File: config.mk
export PLATFORM = sky130hd
export DESIGN_NAME = array_serializer
export DESIGN_NICKNAME = d
export VERILOG_FILES = /design/src/rtl/array_serializer.sv
export SDC_FILE = /design/constraint.sdc
export NUM_CORES = 1
export LEC_CHECK = 0
export CORE_MARGIN = 5
export CORE_UTILIZATION = 25
export DETAILED_ROUTE_END_ITERATION = 10
export PLACE_DENSITY = 0.59
export SLEW_MARGIN = 20
export SYNTH_ARGS = -nofsm -noshare
export SYNTH_HDL_FRONTEND = slang
export SYNTH_SLANG_ARGS = --single-unit
File: constraint.sdc
create_clock -name clk -period 1.5 [get_ports clk]
set_input_delay 0.45 -clock clk [delete_from_list [all_inputs] [get_ports clk]]
set_output_delay 0.45 -clock clk [all_outputs]
set_load 0.01 [all_outputs]
File: src/rtl/array_serializer.sv
// array_serializer: captures a whole DEPTH-element array in one handshake and
// replays it one element per transfer on a valid/ready stream, tagging each
// element with its unpacked index and flagging the final element.
//
// Build option: define ARRAY_SER_MSB_FIRST_EN to emit elements from index
// DEPTH-1 down to 0. The default build emits index 0 up to DEPTH-1. Ports,
// latency and handshake behaviour are identical in both builds.
//
// Handshake semantics (both sides): a transfer happens on a rising edge where
// valid and ready are both 1. A source holding valid=1 keeps its payload stable
// until that transfer. in_ready depends only on FSM state, never on in_valid,
// and out_valid/out_data/out_idx/out_last depend only on registered state,
// never on out_ready, so there is no combinational path through the block.
module array_serializer #(
  parameter int ELEM_W = 4,
  parameter int DEPTH  = 4,
  localparam int IDX_W = (DEPTH > 1) ? $clog2(DEPTH) : 1
) (
  input  logic              clk,
  input  logic              rst,
  input  logic              in_valid,
  output logic              in_ready,
  input  logic [ELEM_W-1:0] in_data [DEPTH-1:0],
  output logic              out_valid,
  input  logic              out_ready,
  output logic [ELEM_W-1:0] out_data,
  output logic [IDX_W-1:0]  out_idx,
  output logic              out_last
);

  // Element ordering: where a new array starts, where it ends, and which way
  // the counter walks between them.
`ifdef ARRAY_SER_MSB_FIRST_EN
  localparam logic [IDX_W-1:0] FIRST_IDX = IDX_W'(DEPTH - 1);
  localparam logic [IDX_W-1:0] FINAL_IDX = '0;
  localparam logic             STEP_UP   = 1'b0;
`else
  localparam logic [IDX_W-1:0] FIRST_IDX = '0;
  localparam logic [IDX_W-1:0] FINAL_IDX = IDX_W'(DEPTH - 1);
  localparam logic             STEP_UP   = 1'b1;
`endif

  typedef enum logic {
    IDLE = 1'b0,
    SEND = 1'b1
  } state_t;

  // FSM state is kept as a named signal so checkers can bind to it directly.
  state_t state;
  state_t next_state;

  // Datapath storage: the captured array and the index of the element on show.
  logic [ELEM_W-1:0] captured [DEPTH-1:0];
  logic [IDX_W-1:0]  counter;

  // Control strobes produced by the FSM for the datapath.
  logic load_array;
  logic advance;
  logic at_final;

  assign at_final = (counter == FINAL_IDX);

  // State register; reset wins over any handshake in the same cycle.
  always_ff @(posedge clk) begin
    if (rst) begin
      state <= IDLE;
    end else begin
      state <= next_state;
    end
  end

  // Next-state decode and handshake outputs.
  always_comb begin
    next_state = state;
    in_ready   = 1'b0;
    out_valid  = 1'b0;
    load_array = 1'b0;
    advance    = 1'b0;
    case (state)
      IDLE: begin
        in_ready = 1'b1;
        if (in_valid) begin
          load_array = 1'b1;
          next_state = SEND;
        end
      end
      SEND: begin
        out_valid = 1'b1;
        if (out_ready) begin
          if (at_final) begin
            // Final element leaves; one bubble cycle in IDLE before next accept.
            next_state = IDLE;
          end else begin
            advance = 1'b1;
          end
        end
      end
      default: begin
        next_state = IDLE;
      end
    endcase
  end

  // Array capture: written only on an IDLE accept, so input changes while
  // sending cannot disturb the elements still to be emitted.
  always_ff @(posedge clk) begin
    if (rst) begin
      for (int i = 0; i < DEPTH; i++) begin
        captured[i] <= '0;
      end
    end else if (load_array) begin
      for (int i = 0; i < DEPTH; i++) begin
        captured[i] <= in_data[i];
      end
    end
  end

  // Element counter: loads the first index on accept, steps on each
  // non-final transfer, and holds while the consumer stalls.
  always_ff @(posedge clk) begin
    if (rst) begin
      counter <= '0;
    end else if (load_array) begin
      counter <= FIRST_IDX;
    end else if (advance) begin
      if (STEP_UP) begin
        counter <= counter + IDX_W'(1);
      end else begin
        counter <= counter - IDX_W'(1);
      end
    end
  end

  // Output payload: zeroed whenever no element is being offered.
  always_comb begin
    out_data = '0;
    out_idx  = '0;
    out_last = 1'b0;
    if (out_valid) begin
      out_data = captured[counter];
      out_idx  = counter;
      out_last = at_final;
    end
  end

endmodule

==> flow_summary.json <==
{
  "pre_cts_slack_ns": -0.438,
  "synth.distinct_cells": 17,
  "synth_top_family_by_area": "simple AND/OR/NAND/NOR gates",
  "cts-hold-fix-buffers": 0,
  "violations": "negative setup slack",
  "ys_seq_elements": 21,
  "synth_edf_count": 16,
  "critPathBufInv": 2,
  "rrSetupSlack_ns": 0.08,
  "period_share": 1.08,
  "place.detailed.hpwl_um": 1350,
  "seq_area_frac_synth": 0.630,
  "hold_viol": 0,
  "status": "complete, but fails checks",
  "cts_tree": "done",
  "synth_cells": 69,
  "path_class": "reg -> out",
  "wire_per_inst_um": 12.0,
  "diodes": 0,
  "post-route-min-period_ns": 1.62,
  "routed_via_density": 4.08,
  "synth_common_cells": "and2_1, edfxtp_1, mux2i_1",
  "muxShareOfSynthArea": 0.0977,
  "cp_top_family": "flip-flops",
  "final_cell_count_no_fill": 155,
  "core-area_um2": 3610,
  "start_util": 0.256,
  "synthesis.area_um2": 922,
  "antenna_found_initial": 0,
  "drtPass1Iterations": 2,
  "htreeDepth": 1,
  "grt_pass1_wl_um": 3030,
  "p_leak_nw": 0.540,
  "layout-drive-gt1-share": 0.299,
  "rsz0062_at_grt": "yes",
  "critPathArrivalTime_ns": 1.17,
  "vias": 633,
  "overflow": 0,
  "fin_skew_ns": 0.00210,
  "finalSetupViolCount": 4,
  "numCtsBuffers": 3,
  "gp_congestion": 0.718,
  "wl_um": 1860,
  "cp-start-kind": "register",
  "tns_ns": -0.409,
  "synth_ff_type": "edfxtp_1",
  "grt_usage": 0.0767,
  "yosysTopAreaCellShare": 0.521,
  "synth_adder_area_share": 0.0136,
  "die_h_um": 70.7,
  "grt_max_degree": 20,
  "clk_path_buf_depth": 2,
  "power_per_cell_area_nw_per_um2": 851,
  "drc": 0,
  "synth_most_common_cell": "and2_1",
  "min-delay-path-class": "reg -> reg",
  "whs_ns": 0.665,
  "syn_area_per_cell_um2": 13.4,
  "clockRootBuffer": "clkbuf_8",
  "critPathMaxFanout": 6,
  "critPathCaptureType": "output port",
  "first_iter_violations": 32,
  "fin_nets": 129,
  "p_total_mw": 1.20,
  "clock.fmax_ghz": 0.618,
  "ys_top_cells_by_area": "edfxtp_1, and2_1, dfxtp_1",
  "postRouteAntennaNets": 0,
  "synthSimpleGateAreaFrac": 0.193,
  "ys_warn_count": 0,
  "cts_num_sinks": 21,
  "synth_nets": 90,
  "port_buffers": 28,
  "peakVddDrop_mv": 0.265,
  "dp_cells": 147,
  "worst_slack_ns": -0.118,
  "clk_latency_ns": 0.25,
  "critical_path_required_ns": 1.05,
  "grt_pass1_vias": 679,
  "syn2layout_area_growth_pct": 52.4,
  "die_area_um2": 5000,
  "yosysTopAreaCell": "edfxtp_1",
  "synth_compound_area_frac": 0.0353,
  "crit_chain": "buf_8, mux2i_2, o22ai_1, buf_2",
  "row_count": 22,
  "fillCellCount": 348,
  "drv_slew": 0,
  "max_slew_margin": 0.801,
  "io_pins": 29,
  "drv_cap": 0,
  "clkSlewWorstSetupHoldPaths_ns": 0.07,
  "postSynth.asyncResetShare": 0,
  "die_x_um": 70.7,
  "critPathSlowestCell": "dfxtp_4",
  "synth_xor_area_frac": 0.00950,
  "cp_slowest_stage_delay_ns": 0.35,
  "worstMarginPinSlew_ns": 0.298
}
==> per-stage QoR <==
step	utilization	instance area (µm²)
2_1_floorplan	-	922
4_1_cts	0.374	1350
3_5_place_dp	0.357	1290
5_1_grt	0.390	1410
3_3_place_gp	0.357	1290
6_report	0.390	1410
==> repair_timing <==
item / CTS / global route
resized for setup: 42 / 13
endpoints found under the setup margin: 25 / 9
pin swaps: 2 / 3
buffers inserted: 2 / 2
==> cell type report <==
class / count / area (µm²) / area share
clock buffers: 4 / 45.0 / 0.0321
inverters: 1 / 3.75 / 0.00267
multi-input cells: 45 / 363 / 0.258
flip-flops and latches: 21 / 589 / 0.419
well taps: 48 / 60.1 / 0.0427
repair buffers: 36 / 344 / 0.245
==> state kept, by name (all words and copies together), names as in the netlist, named ones only <==
signal	count
captured	16
counter	2
state	1
==> per-layer routing <==
| metal | global-route usage | up-vias | wire [µm] |
|---|---|---|---|
| li1 | - | 320 | - |
| met1 | 0.0907 | 294 | 790 |
| met2 | 0.131 | 17 | 968 |
| met3 | 0.0256 | 2 | 89 |
| met4 | 0.0251 | 0 | 14 |
| met5 | 0 | - | 0 |
==> placed cells by master, fill, tap and decap left out <==
cell,synthesis,layout
mux2i_1,9,8
buf_8,0,1
ha_4,0,1
and2_1,19,15
buf_12,0,1
clkdlybuf4s50_1,0,19
nor2_4,0,1
nand3b_1,1,1
nand2b_4,1,2
dfxtp_4,0,2
dfxtp_2,0,1
mux2i_2,0,1
clkbuf_2,0,1
nand2b_1,2,1
buf_2,1,5
clkdlybuf4s15_1,0,1
xor2_1,1,1
inv_1,1,1
nand2_2,0,1
o22ai_1,4,4
clkbuf_1,0,1
buf_6,1,5
a211oi_1,1,1
edfxtp_1,16,16
and2_4,0,4
clkbuf_8,0,3
buf_4,0,3
nor2_1,4,4
dfxtp_1,5,2
==> worst reg2reg max path, delay by kind of cell, from the launching register on <==
kind                   cells  cell delay [ns]
buffers and inverters      4             0.51
flip-flops                 1             0.36
AND/OR/NAND/NOR            2             0.26
==> logic make-up (layout without fill, tap and decap cells) <==
logic type | after synthesis | after routing
flops | 21 | 21
compound gates | 5 | 5
xor+xnor | 1 | 1
buf+inv | 3 | 41
fa+ha+maj | 1 | 1
simple gates | 29 | 29
mux | 9 | 9
==> report_power, final <==
part           internal (mW)  switching (mW)  total, mW
registers              0.664          0.0147      0.679
logic                  0.102          0.0630      0.165
clock network          0.189           0.164      0.353
total                  0.955           0.242       1.20
==> final timing paths <==
kind	from	end	cells after the start
min	counter[0]	register	3
max reg2reg	state	captured[2][3]	6
max	register	out_data[3]	4
min reg2reg	counter[0]	register	3
No activity file was read; power rests on OpenSTA's default activity.
